[config.mk]
export PLATFORM = sky130hd
export DESIGN_NAME = sub_flags_ctl
export DESIGN_NICKNAME = d
export VERILOG_FILES = /design/src/rtl/sub_flags_pkg.sv /design/src/rtl/sub_halt_fsm.sv /design/src/rtl/sub_flags_ctl.sv
export SDC_FILE = /design/constraint.sdc
export NUM_CORES = 1
export LEC_CHECK = 0
export ABC_AREA = 1
export BUFFER_PORTS_ARGS = -buffer_cell sky130_fd_sc_hd__buf_2
export CORE_MARGIN = 8
export CORE_UTILIZATION = 56
export CTS_CLUSTER_SIZE = 16
export DETAILED_ROUTE_END_ITERATION = 8
export PLACE_DENSITY = 0.83
export SYNTH_ARGS = -nofsm -noshare
export SYNTH_HDL_FRONTEND = slang
export SYNTH_SLANG_ARGS = --single-unit
[constraint.sdc]
create_clock -name CLK -period 2.22 [get_ports CLK]
set_input_delay 0.444 -clock CLK [delete_from_list [all_inputs] [get_ports CLK]]
set_output_delay 0.444 -clock CLK [all_outputs]
set_load 0.05 [all_outputs]
[src/rtl/sub_flags_pkg.sv]
// sub_flags_pkg: shared state encoding, page field offsets and reset constants for the sub-CPU flag block
package sub_flags_pkg;
   typedef enum logic [1:0] {RUN, REQ, HALTED} halt_st_t;
   localparam int CPU_PAGE_LSB = 0;
   localparam int DISP_PAGE_LSB = 4;
   localparam logic VD_OFF_N_RST = 1'b1;
   localparam logic INS_RST = 1'b1;
endpackage

[src/rtl/sub_halt_fsm.sv]
// sub_halt_fsm: main-to-sub halt handshake with sticky acknowledge timeout
// Ports: CLK, RESETn (sync, active low); halt_req/sub_halted levels in;
// halt_n/halt_ack_n/halt_to registered out; halted_entry pulses on the REQ->HALTED edge.
module sub_halt_fsm
   import sub_flags_pkg::*;
#(
   parameter int ACK_TIMEOUT = 1024,
   parameter int TO_W = 11
) (
   input  logic CLK,
   input  logic RESETn,
   input  logic halt_req,
   input  logic sub_halted,
   output logic halt_n,
   output logic halt_ack_n,
   output logic halt_to,
   output logic halted_entry
);
   localparam logic [TO_W-1:0] TO_LIM = TO_W'(ACK_TIMEOUT);
   halt_st_t state;
   logic [TO_W-1:0] cnt;
   logic [TO_W-1:0] cnt_inc;
   logic cnt_sat;
   assign cnt_inc = cnt + 1'b1;
   // with the timeout disabled the counter still runs but parks at all-ones
   assign cnt_sat = (ACK_TIMEOUT != 0) ? (cnt == TO_LIM) : (&cnt);
   // release takes priority over acknowledge, so entry needs halt_req still high
   assign halted_entry = (state == REQ) && halt_req && sub_halted;
   always_ff @(posedge CLK) begin
      if (!RESETn) begin
         state <= RUN;
         halt_n <= 1'b1;
         halt_ack_n <= 1'b1;
         halt_to <= 1'b0;
         cnt <= '0;
      end else begin
         case (state)
            RUN: if (halt_req) begin
               state <= REQ;
               halt_n <= 1'b0;
               halt_to <= 1'b0;
               cnt <= '0;
            end
            REQ: if (!halt_req) begin
               state <= RUN;
               halt_n <= 1'b1;
            end else if (sub_halted) begin
               state <= HALTED;
               halt_ack_n <= 1'b0;
            end else if (!cnt_sat) begin
               cnt <= cnt_inc;
               if (ACK_TIMEOUT != 0 && cnt_inc == TO_LIM) halt_to <= 1'b1;
            end
            HALTED: if (!halt_req) begin
               state <= RUN;
               halt_n <= 1'b1;
               halt_ack_n <= 1'b1;
            end
            default: state <= RUN;
         endcase
      end
   end
endmodule

[src/rtl/sub_flags_ctl.sv]
// sub_flags_ctl: sub-CPU halt handshake, BUSY, IRQ latches, CRT/LED flags and VRAM page register
// Ports: CLK, RESETn (sync, active low); bus-decoder strobes busy_set/busy_clr/irq_set/irq_clr/
// crt_wr/led_wr/page_wr with data wbit/page_wdata; outputs halt_n, halt_ack_n, halt_to, busy,
// irq_pend, sub_irq_n, vpage_n, dpage, vd_off_n, ins.
// Macro SUB_IRQ_MASK_EN adds irq_mask_wr and a per-source IRQ mask loaded from page_wdata.
module sub_flags_ctl
   import sub_flags_pkg::*;
#(
   parameter int N_IRQ = 2,
   parameter int N_PAGES = 3,
   parameter int ACK_TIMEOUT = 1024,
   parameter int TO_W = 11
) (
   input  logic CLK,
   input  logic RESETn,
   input  logic halt_req,
   input  logic sub_halted,
   input  logic busy_set,
   input  logic busy_clr,
   input  logic [N_IRQ-1:0] irq_set,
   input  logic irq_clr,
`ifdef SUB_IRQ_MASK_EN
   input  logic irq_mask_wr,
`endif
   input  logic crt_wr,
   input  logic led_wr,
   input  logic wbit,
   input  logic page_wr,
   input  logic [7:0] page_wdata,
   output logic halt_n,
   output logic halt_ack_n,
   output logic busy,
   output logic sub_irq_n,
   output logic [N_IRQ-1:0] irq_pend,
   output logic [N_PAGES-1:0] vpage_n,
   output logic [N_PAGES-1:0] dpage,
   output logic vd_off_n,
   output logic ins,
   output logic halt_to
);
   logic halted_entry;
   logic [N_IRQ-1:0] mask;
   logic unused_wdata;
   assign unused_wdata = ^page_wdata;
   sub_halt_fsm #(.ACK_TIMEOUT(ACK_TIMEOUT), .TO_W(TO_W)) u_fsm (
      .CLK(CLK),
      .RESETn(RESETn),
      .halt_req(halt_req),
      .sub_halted(sub_halted),
      .halt_n(halt_n),
      .halt_ack_n(halt_ack_n),
      .halt_to(halt_to),
      .halted_entry(halted_entry)
   );
`ifdef SUB_IRQ_MASK_EN
   always_ff @(posedge CLK) begin
      if (!RESETn) mask <= '1;
      else if (irq_mask_wr) mask <= page_wdata[N_IRQ-1:0];
   end
`else
   assign mask = '1;
`endif
   assign sub_irq_n = ~|(irq_pend & mask);
   always_ff @(posedge CLK) begin
      if (!RESETn) begin
         busy <= 1'b0;
         irq_pend <= '0;
         vpage_n <= '0;
         dpage <= '0;
         vd_off_n <= VD_OFF_N_RST;
         ins <= INS_RST;
      end else begin
         busy <= (busy_clr | halted_entry) ? 1'b0 : (busy | busy_set);
         // set is OR-ed after the clear so a coincident event survives
         irq_pend <= (irq_pend & {N_IRQ{~irq_clr}}) | irq_set;
         vd_off_n <= crt_wr ? wbit : vd_off_n;
         ins <= led_wr ? wbit : ins;
         vpage_n <= page_wr ? page_wdata[CPU_PAGE_LSB +: N_PAGES] : vpage_n;
         dpage <= page_wr ? page_wdata[DISP_PAGE_LSB +: N_PAGES] : dpage;
      end
   end
endmodule

==> results of run 1 <==
## report_power, final
part / switching (µW) / internal (µW) / leakage (µW)
clock: 156 / 73.7 / 0.0000183
sequential: 27.2 / 526 / 0.000221
combinational: 292 / 118 / 0.000500
total: 476 / 718 / 0.000740
## worst max-delay path by stage
| stage | cells after the start | slack, ns | endpoint |
|---|---|---|---|
| 2_1_floorplan | 1 | 0.58 | sub_irq_n |
| 3_3_place_gp | 11 | 0.54 | u_fsm.cnt[8]$_SDFFE_PN0P_ |
| 3_5_place_dp | 11 | 0.51 | u_fsm.cnt[10]$_SDFFE_PN0P_ |
| 4_1_cts | 11 | 0.48 | u_fsm.cnt[10]$_SDFFE_PN0P_ |
| 5_1_grt | 11 | 0.33 | u_fsm.cnt[8]$_SDFFE_PN0P_ |
| 6_report | 11 | 0.49 | u_fsm.cnt[10]$_SDFFE_PN0P_ |
## critical path, stage by stage, from the launching register on
cell     delay [ns]
dfxtp_1        0.38
inv_1          0.08
ha_1           0.23
inv_2          0.13
nand3_1        0.15
o21ai_4        0.11
nand2_4        0.15
nor2_8         0.20
inv_4          0.05
nor2_1         0.08
a21oi_1        0.04
nor2_1         0.08
## cells by family after synthesis
family                   count (synthesis)  share of synthesized area (%)
AO/OA/AOI/OAI                           40                           16.7
XOR/XNOR                                 1                          0.613
adder cells (fa/ha/maj)                  6                           5.25
buffers and inverters                   27                           7.79
flip-flops                              27                           37.8
AND/OR/NAND/NOR                         96                           31.8
## per-stage QoR
stage,power (µW),hold WS (ns),worst slack [ns],area [µm²]
after detailed placement,979,0.453,0.510,1610
after global routing,1270,0.231,0.326,1650
final,1190,0.266,0.487,1650
after floorplan,894,0.485,0.575,1430
after CTS,1200,0.260,0.479,1650
after global placement,968,0.447,0.541,1610
## sequential cells by signal, indices dropped and copies added (netlist names)
register,cells
irq_pend,2
vpage_n,3
u_fsm.halt_n,1
u_fsm.halt_to,1
u_fsm.halt_ack_n,1
busy,1
u_fsm.state,2
dpage,3
u_fsm.cnt,11
vd_off_n,1
ins,1
## cell type report
| type | instances | area, µm² | area share [%] |
|---|---|---|---|
| Multi-Input combinational cell | 143 | 778 | 47.3 |
| Sequential cell | 27 | 541 | 32.9 |
| Timing Repair Buffer | 33 | 165 | 10.0 |
| Inverter | 24 | 92.6 | 5.63 |
| Tap cell | 30 | 37.5 | 2.28 |
| Clock buffer | 3 | 22.5 | 1.37 |
| Clock inverter | 1 | 8.76 | 0.532 |
## per-layer routing
layer  vias to the layer above  part of all wire, %  track usage [%]
met1                       582                   46             18.4
met2                        45                   46             24.1
li1                        709                    -                -
met4                         0                 0.81             3.20
met5                         -                    0                0
met3                         4                  7.0             5.54
## cells in the mapped netlist (all sizes together)
master    n
o211ai    1
clkbuf    2
a2111oi   1
nand4     1
o21bai    2
nand2    38
a21oi    16
buf       1
inv      23
nor2     42
nor3      1
nand3b    1
nand3    13
a22oi     3
ha        6
o221ai    1
clkinv    1
xor2      1
o22ai     1
o21ai    15
dfxtp    27
==> out/metrics.cfg, run 1 <==
[outcome]
status = finished, final reports clean

[global_routing]
track_usage_pct = 14.9
grt_pass1_vias = 1250
grt_pass1_wl_um = 5310
grt_start_max_net_pins = 18
grt_overflow = 0
antenna_found_initial = 0

[clock_tree]
ctsResizeCount = 0
clkSlewWorstSetupHoldPaths_ns = 0.15
clk_latency_ns = 0.33
cts_tree = yes
cts_hold_buf = 0
cts_buffers = 3
post_cts_buffers = 0
cts.sinks = 27
htreeDepth = 1
clockBufferDepth = 2
clock-root-buffer = clkbuf_4

[floorplan]
start_util_pct = 58.3
coreArea_um2 = 2450
die_w_um = 66.5
die_area_um2 = 4430
die_h_um = 66.5
num_rows = 18
io_pins = 36

[yosys]
syn_nets = 224
ys_types = 32
yosys-top-cells-area = dfxtp_1, nor2_1, nand2_1
synth_area_per_cell_um2 = 7.26
ys_warn_count = 0
synth_cells = 197
yosysTopAreaCell = dfxtp_1
syn_area_um2 = 1430
synth_top_cell_area_share_pct = 37.8
ys_seq_area_share_pct = 37.8
ys_ff_latch = 27

[placed_design]
gp_congestion = 0.868
io_buffer_count = 33
dpl.cell_count = 257
dpl.hpwl_um = 2430

[route]
ant_nets = 0
vias_per_cell = 5.13
wl_per_cell_um = 11.8
drt_wl_total_um = 3090
drc_errors = 0
firstDrtPassIters = 4
drt_iter0_markers = 71
vias = 1340

[min_path]
hold_class = in -> reg
hold_end = busy$_SDFF_PP0_
holdCritStartpoint = busy_clr
min_path_cells = 2

[sta]
max_slew_margin_pct = 71.0
timing.fmax_mhz = 577
tightest_slew_ns = 0.435
final-hold-violation-count = 0
setup_violations = 0
fin_tns_setup_ns = 0
slew_viol_final = 0
period_minus_slack_ns = 1.73
skew_ns = 0.00221
rsz0062_at_grt = no
fin_crit_sh_pct = 78.1

[setup_path]
r2r_slack_ns = 0.49
timing.rr.end = u_fsm.cnt[10]$_SDFFE_PN0P_
reg2reg_from = u_fsm.state[1]$_SDFFE_PN0P_
arrival_ns = 2.02
crit_path_start_kind = flop
critPathMaxFanout = 12
end_kind = flop
critPathKind = reg -> reg
ff2ff_path_depth = 11
startpoint = u_fsm.state[1]$_SDFFE_PN0P_
required_ns = 2.51

[cells_and_area]
final_common_cell = nor2_1
diodes = 0
nFillCells = 215
layout-drive-gt1-share_pct = 24.2
final_util_pct = 67.0
finalNonFillerCells = 261
final_cell_mix = nor2_1, buf_2, nand2_1
fin_nets = 259
area_growth_pct = 15.0

[power_and_ir_drop]
peakVddDrop_v = 0.000650
p_per_area_nw_per_um2 = 725
leakage_uw = 0.000740

[flow_run]
maxCapViolations = 0

Note: power is estimated with default switching activity, not from simulation.
==> run 2, diff against run 1 <==
Settings changed: ABC_AREA 1 to 0, CORE_UTILIZATION 56 to 52, PLACE_DENSITY 0.83 to 0.78.
Clock period 2.22 ns to 1.8 ns, I/O delays scaled along.
==> run 2 against run 1 <==
Net effect: area after synthesis increased by 4.9%; core utilization increased by 1.3 points; sequential share of layout area decreased by 3.9 points; highest routed layer unchanged.
==> out/metrics.cfg, run 2 <==
[setup_path]
reg2reg_from = u_fsm.cnt[8]$_SDFFE_PN0P_  ; was u_fsm.state[1]$_SDFFE_PN0P_
arrival_ns = 2.06  ; was 2.02 ns
crit_path_start_kind = flop  ; unchanged
r2r_slack_ns = 0.02  ; was 0.49 ns
end_kind = flop  ; unchanged
ff2ff_path_depth = 6  ; was 11
timing.rr.end = u_fsm.cnt[0]$_SDFFE_PN0P_  ; was u_fsm.cnt[10]$_SDFFE_PN0P_
required_ns = 2.07  ; was 2.51 ns
critPathMaxFanout = 5  ; was 12
critPathKind = reg -> reg  ; unchanged

[floorplan]
num_rows = 19  ; was 18
coreArea_um2 = 2760  ; was 2450 µm²
die_h_um = 69.7  ; was 66.5 µm
start_util_pct = 54.4  ; was 58.3%
die_w_um = 69.7  ; was 66.5 µm
die_area_um2 = 4860  ; was 4430 µm²
io_pins = 36  ; unchanged

[cells_and_area]
area_growth_pct = 25.5  ; was 15.0%
regArea_um2 = 546  ; was 541 µm²
fin_nets = 247  ; was 259
multi_input_area_um2 = 923  ; was 778 µm²
finalNonFillerCells = 250  ; was 261
top_register = u_fsm.cnt  ; unchanged
final_common_cell = buf_2  ; was nor2_1
largest_register_ffs = 11  ; unchanged
diodes = 0  ; unchanged
stdcell_area_um2 = 1880  ; was 1650 µm²
reg_top3 = u_fsm.cnt: 11 flops, dpage: 3 flops, vpage_n: 3 flops  ; unchanged
nFillCells = 217  ; was 215
final_util_pct = 68.3  ; was 67.0%
final_cell_mix = buf_2, dfxtp_1, buf_4  ; was nor2_1, buf_2, nand2_1
layout-drive-gt1-share_pct = 35.6  ; was 24.2%

[outcome]
status = finished, final reports clean  ; unchanged

[power_and_ir_drop]
peakVddDrop_v = 0.000562  ; was 0.000650 V
power_frac_seq_pct = 51.1  ; was 46.4%
p_per_area_nw_per_um2 = 667  ; was 725 nW/µm²
power_switching_uw = 414  ; was 476 µW
switching_share_pct = 33.0  ; was 39.9%
leakage_uw = 0.000794  ; was 0.000740 µW
total_power_uw = 1260  ; was 1190 µW
power_frac_comb_pct = 27.0  ; was 34.4%
p_int_uw = 842  ; was 718 µW
pwr-share-clk_pct = 21.9  ; was 19.3%

[clock_tree]
cts.sinks = 27  ; unchanged
clkSlewWorstSetupHoldPaths_ns = 0.15  ; about the same
htreeDepth = 1  ; unchanged
clk_latency_ns = 0.33  ; about the same
cts_tree = yes  ; unchanged
clockBufferDepth = 2  ; unchanged
clock-root-buffer = clkbuf_4  ; unchanged
cts_buffers = 3  ; unchanged

[sta]
final-hold-violation-count = 0  ; unchanged
max_slew_margin_pct = 72.7  ; was 71.0%
tightest_slew_ns = 0.409  ; was 0.435 ns
setup_violations = 0  ; unchanged
period_minus_slack_ns = 1.78  ; was 1.73 ns
rsz0062_at_grt = yes  ; was no
fin_crit_sh_pct = 99.1  ; was 78.1%
whs_ns = 0.227  ; was 0.266 ns
timing.fmax_mhz = 561  ; was 577 MHz
skew_ns = 0.00462  ; was 0.00221 ns
slew_viol_final = 0  ; unchanged

[min_path]
hold_end = irq_pend[0]$_SDFF_PN0_  ; was busy$_SDFF_PP0_
holdCritStartpoint = irq_set[0]  ; was busy_clr
hold_class = in -> reg  ; unchanged
min_path_cells = 2  ; unchanged

[yosys]
syn_nets = 200  ; was 224
ys_seq_area_share_pct = 36.0  ; was 37.8%
synth_common_cells = dfxtp_1, nand2_1, nor2b_1, o21ai_0, nand3_1  ; was nor2_1, nand2_1, dfxtp_1
syn_area_um2 = 1500  ; was 1430 µm²
synth_cells = 173  ; was 197
ys_warn_count = 0  ; unchanged
ys_ff_latch = 27  ; unchanged
synth_top_cell_area_share_pct = 36.0  ; was 37.8%
synth.most_common_cell = dfxtp_1  ; was nor2_1
yosys-top-cells-area = dfxtp_1, mux2i_1, ha_1  ; was dfxtp_1, nor2_1, nand2_1
yosysTopAreaCell = dfxtp_1  ; unchanged
synth_edf_count = 0  ; unchanged
synth_area_per_cell_um2 = 8.67  ; was 7.26 µm²
ys.flop_type = dfxtp_1  ; unchanged
ys_types = 46  ; was 32
synth-async-reset-ratio_pct = 0  ; unchanged

[route]
vias = 1433  ; was 1340
drc_errors = 0  ; unchanged
wl_per_cell_um = 15.1  ; was 11.8 µm
wl_met3_um = 247  ; was 216 µm
drt_iter0_markers = 60  ; was 71
drt_wl_total_um = 3790  ; was 3090 µm
vias_per_cell = 5.73  ; was 5.13
wl_met2_um = 2000  ; was 1420 µm
firstDrtPassIters = 4  ; unchanged
ant_nets = 0  ; unchanged
routed.top_layer = met4  ; unchanged
wl_met1_um = 1470  ; was 1430 µm

[placed_design]
dpl.cell_count = 241  ; was 257
io_buffer_count = 33  ; unchanged
gp_congestion = 0.881  ; was 0.868
dpl.hpwl_um = 2750  ; was 2430 µm
placed_area_um2 = 1760  ; was 1610 µm²

[global_routing]
grt_overflow = 0  ; unchanged
grt_start_max_net_pins = 28  ; was 18
grt_pass1_wl_um = 6100  ; was 5310 µm
grt_pass1_vias = 1469  ; was 1250
antenna_found_initial = 0  ; unchanged
track_usage_pct = 14.2  ; was 14.9%

[flow_run]
maxCapViolations = 0  ; unchanged

==> run 2: cell count changes in the layout (fill, tap and decap cells not counted), moves of 5 or more <==
cell,before,now
inv_1,20,6
nor2b_1,0,12
a21boi_1,0,6
nor2_1,36,4
a21oi_1,15,4
nand2_1,31,13
nand2_2,5,0
buf_4,0,20
mux2i_1,0,9
==> run 2: per-layer routing <==
metal	global-route usage, %	vias to the layer above
met3	3.43	8
li1	-	711
met2	27.4	48
met4	4.69	0
met1	14.4	666
met5	0	-
==> run 2: cell families (layout without fill, tap and decap cells) <==
family	after synthesis	after routing	share of synthesized area [%]
compound gates	44	44	20.3
fa+ha+maj	6	6	5.00
buf+inv	19	65	5.75
mux	9	9	6.01
flops	27	27	36.0
xor+xnor	2	2	1.17
simple gates	66	66	25.8
==> run 2: layout make-up <==
| cell class | count | share of cell area [%] |
|---|---|---|
| clock buffers | 3 | 1.20 |
| clock inverters | 1 | 0.399 |
| inverters | 8 | 1.59 |
| multi-input cells | 127 | 49.0 |
| flip-flops and latches | 27 | 29.0 |
| well taps | 31 | 2.06 |
| repair buffers | 53 | 16.7 |
==> run 2: power by group through the flow <==
stage / logic (µW) / clock network (µW) / registers [µW]
after floorplan: 142 / 0 / 721
after global placement: 294 / 0 / 650
after detailed placement: 303 / 0 / 652
after CTS: 309 / 279 / 639
after global routing: 364 / 308 / 645
final: 340 / 275 / 641
==> run 2: timing repair <==
action | in CTS | in global routing
hold buffers | 0 | 0
setup endpoints to repair | 3 | 8
pin swaps | 0 | 4
resized for setup | 2 | 15
buffers inserted | 0 | 5
cloned | 0 | 0
==> run 2: how the worst max path moves through the flow <==
stage	depth (start not counted)	to	start	slack (ns)
floorplan	9	u_fsm.cnt[6]$_SDFFE_PN0P_	u_fsm.state[1]$_SDFFE_PN0P_	0.007
global placement	7	u_fsm.cnt[5]$_SDFFE_PN0P_	u_fsm.cnt[0]$_SDFFE_PN0P_	0.05
detailed placement	7	u_fsm.cnt[5]$_SDFFE_PN0P_	u_fsm.cnt[0]$_SDFFE_PN0P_	0.002
CTS	7	u_fsm.cnt[10]$_SDFFE_PN0P_	u_fsm.cnt[0]$_SDFFE_PN0P_	0.02
global route	6	u_fsm.cnt[0]$_SDFFE_PN0P_	u_fsm.cnt[8]$_SDFFE_PN0P_	-0.05
finish	6	u_fsm.cnt[0]$_SDFFE_PN0P_	u_fsm.cnt[8]$_SDFFE_PN0P_	0.02
==> run 2: critical path: stages (launching register included) <==
cell	delay, ns
dfxtp_2	0.35
or4_4	0.57
nor4_4	0.28
buf_4	0.20
nor2_4	0.07
xnor2_2	0.13
nor2_1	0.13
==> run 2: per-stage QoR <==
step           setup TNS, ns  worst slack [ns]
6_report                   0            0.0159
5_1_grt               -0.201           -0.0474
4_1_cts                    0            0.0246
3_5_place_dp               0           0.00191
3_3_place_gp               0            0.0451
2_1_floorplan              0           0.00716
==> run 3, diff against run 2 <==
Settings changed: PLACE_DENSITY 0.78 to 0.87.
==> run 3 against run 2 <==
Net effect: total power is 3.9% lower; clock skew up 0.0084 ns; sequential power about the same; non-clock buffer count down 3; final cell count down 1.2%; sequential share of layout area increased by 0.61 points; global-route usage decreased by 0.75 points; die area stayed put; combinational power is 8.8% lower; first-iteration DRC count is 12% higher; hold slack is essentially flat; critical path type unchanged; critical endpoint is now u_fsm.cnt[9]$_SDFFE_PN0P_; largest power group unchanged.
==> out/metrics.cfg, run 3 (same netlist as run 2, synthesis figures left out) <==
[outcome]
status = finished, final reports clean  ; unchanged

[placed_design]
io_buffer_count = 33  ; unchanged
dpl.cell_count = 241  ; unchanged
dpl.hpwl_um = 2420  ; was 2750 µm
gp_congestion = 0.900  ; was 0.881
pre_cts_slack_ns = 0.00792  ; was 0.00191 ns

[setup_path]
path_buf_inv = 2  ; was 1
startpoint = u_fsm.cnt[1]$_SDFFE_PN0P_  ; was u_fsm.cnt[8]$_SDFFE_PN0P_
cpLargestDelayFamily = simple AND/OR/NAND/NOR gates  ; unchanged
cp_slowest_cell = or4b_4  ; was or4_4
max_stage_delay_ns = 0.50  ; was 0.57 ns
arrival_ns = 2.00  ; was 2.06 ns
r2r_slack_ns = 0.02  ; about the same
required_ns = 2.01  ; was 2.07 ns
critPathKind = reg -> reg  ; unchanged
path_cells = inv_2, ha_2, or4b_4, nor4_4, buf_4, nor4_2, a21oi_1, o22ai_1  ; was or4_4, nor4_4, buf_4, nor2_4, xnor2_2, nor2_1
critPathMaxFanout = 3  ; was 5
timing.rr.end = u_fsm.cnt[9]$_SDFFE_PN0P_  ; was u_fsm.cnt[0]$_SDFFE_PN0P_
end_kind = flop  ; unchanged
reg2reg_from = u_fsm.cnt[1]$_SDFFE_PN0P_  ; was u_fsm.cnt[8]$_SDFFE_PN0P_
ff2ff_path_depth = 8  ; was 6
crit_path_start_kind = flop  ; unchanged

[sta]
period_minus_slack_ns = 1.78  ; about the same
skew_ns = 0.0130  ; was 0.00462 ns
slew_viol_final = 0  ; unchanged
rsz0062_at_grt = yes  ; unchanged
timing.fmax_mhz = 561  ; about the same
setup_violations = 0  ; unchanged
max_slew_margin_pct = 71.1  ; was 72.7%
tightest_slew_ns = 0.433  ; was 0.409 ns
final-hold-violation-count = 0  ; unchanged
fin_crit_sh_pct = 99.1  ; about the same
fin_ws_ns = 0.0168  ; was 0.0159 ns

[clock_tree]
cts.sinks = 27  ; unchanged
cts_tree = yes  ; unchanged
clock-root-buffer = clkbuf_4  ; unchanged
cts_buffers = 3  ; unchanged
clk_latency_ns = 0.33  ; about the same
clockBufferDepth = 2  ; unchanged
htreeDepth = 1  ; unchanged
clkSlewWorstSetupHoldPaths_ns = 0.15  ; about the same

[route]
firstDrtPassIters = 4  ; unchanged
drt_iter0_markers = 67  ; was 60
wl_per_cell_um = 13.5  ; was 15.1 µm
vias_per_cell = 5.68  ; was 5.73
drt_wl_total_um = 3330  ; was 3790 µm
vias = 1402  ; was 1433
drc_errors = 0  ; unchanged
ant_nets = 0  ; unchanged

[cells_and_area]
final_common_cell = buf_2  ; unchanged
area_growth_pct = 22.4  ; was 25.5%
diodes = 0  ; unchanged
largest_register_ffs = 11  ; unchanged
reg_top3 = u_fsm.cnt: 11 flops, dpage: 3 flops, vpage_n: 3 flops  ; unchanged
final_cell_mix = buf_2, dfxtp_1, buf_4  ; unchanged
fin_nets = 244  ; was 247
top_register = u_fsm.cnt  ; unchanged
finalNonFillerCells = 247  ; was 250
layout-drive-gt1-share_pct = 32.4  ; was 35.6%

[floorplan]
die_w_um = 69.7  ; unchanged
io_pins = 36  ; unchanged
start_util_pct = 54.4  ; unchanged
num_rows = 19  ; unchanged
die_area_um2 = 4860  ; unchanged
coreArea_um2 = 2760  ; unchanged
die_h_um = 69.7  ; unchanged

[min_path]
holdCritStartpoint = irq_set[0]  ; unchanged
hold_class = in -> reg  ; unchanged
hold_end = irq_pend[0]$_SDFF_PN0_  ; unchanged
min_path_cells = 2  ; unchanged

[global_routing]
track_usage_pct = 13.5  ; was 14.2%
grt_start_max_net_pins = 28  ; unchanged
grt_overflow = 0  ; unchanged
grt_pass1_wl_um = 5630  ; was 6100 µm
grt_pass1_vias = 1296  ; was 1469
antenna_found_initial = 0  ; unchanged

[power_and_ir_drop]
peakVddDrop_v = 0.000541  ; was 0.000562 V
p_per_area_nw_per_um2 = 658  ; was 667 nW/µm²
leakage_uw = 0.000773  ; was 0.000794 µW
total_power_uw = 1210  ; was 1260 µW

[flow_run]
maxCapViolations = 0  ; unchanged

-- run 3: worst max path at each step --
stage | endpoint | cells past startpoint
global placement | u_fsm.cnt[10]$_SDFFE_PN0P_ | 7
CTS | u_fsm.cnt[10]$_SDFFE_PN0P_ | 7
finish | u_fsm.cnt[9]$_SDFFE_PN0P_ | 8
floorplan | u_fsm.cnt[6]$_SDFFE_PN0P_ | 9
global route | u_fsm.cnt[9]$_SDFFE_PN0P_ | 8
detailed placement | u_fsm.cnt[10]$_SDFFE_PN0P_ | 7
-- run 3: per-layer routing --
metal | up-vias | wire length (µm) | global-route usage [%] | part of all wire [%]
li1 | 704 | - | - | -
met1 | 657 | 1470 | 14.6 | 44
met2 | 36 | 1620 | 24.5 | 49
met3 | 5 | 200 | 3.86 | 6.0
met4 | 0 | 39 | 4.02 | 1.2
met5 | - | 0 | 0 | 0
-- run 3: layout make-up --
type | instances | area [µm²]
clock buffers | 3 | 22.5
well taps | 31 | 38.8
repair buffers | 50 | 293
multi-input cells | 127 | 903
inverters | 8 | 30.0
flip-flops and latches | 27 | 543
fillers | 225 | 922
clock inverters | 1 | 5.00
-- run 3: timing repair --
item,CTS,global route
resized for setup,1,10
endpoints found under the setup margin,1,10
hold buffers,0,0
pin swaps,0,2
setup buffers,0,2
-- run 3: power by group --
group | total, µW | internal (µW) | switching (µW)
Sequential | 639 | 625 | 14.4
Combinational | 310 | 113 | 197
Clock | 259 | 83.5 | 175
Total | 1210 | 821 | 386
-- run 3: through the flow --
| stage | hold slack [ns] | util (%) | instance area [µm²] | TNS (ns) |
|---|---|---|---|---|
| after floorplan | 0.479 | - | 1500 | 0 |
| after global placement | 0.448 | 63.8 | 1760 | 0 |
| after detailed placement | 0.463 | 63.8 | 1760 | 0 |
| after CTS | 0.229 | 65.0 | 1790 | 0 |
| after global routing | 0.227 | 66.6 | 1840 | -0.142 |
| final | 0.227 | 66.6 | 1840 | 0 |
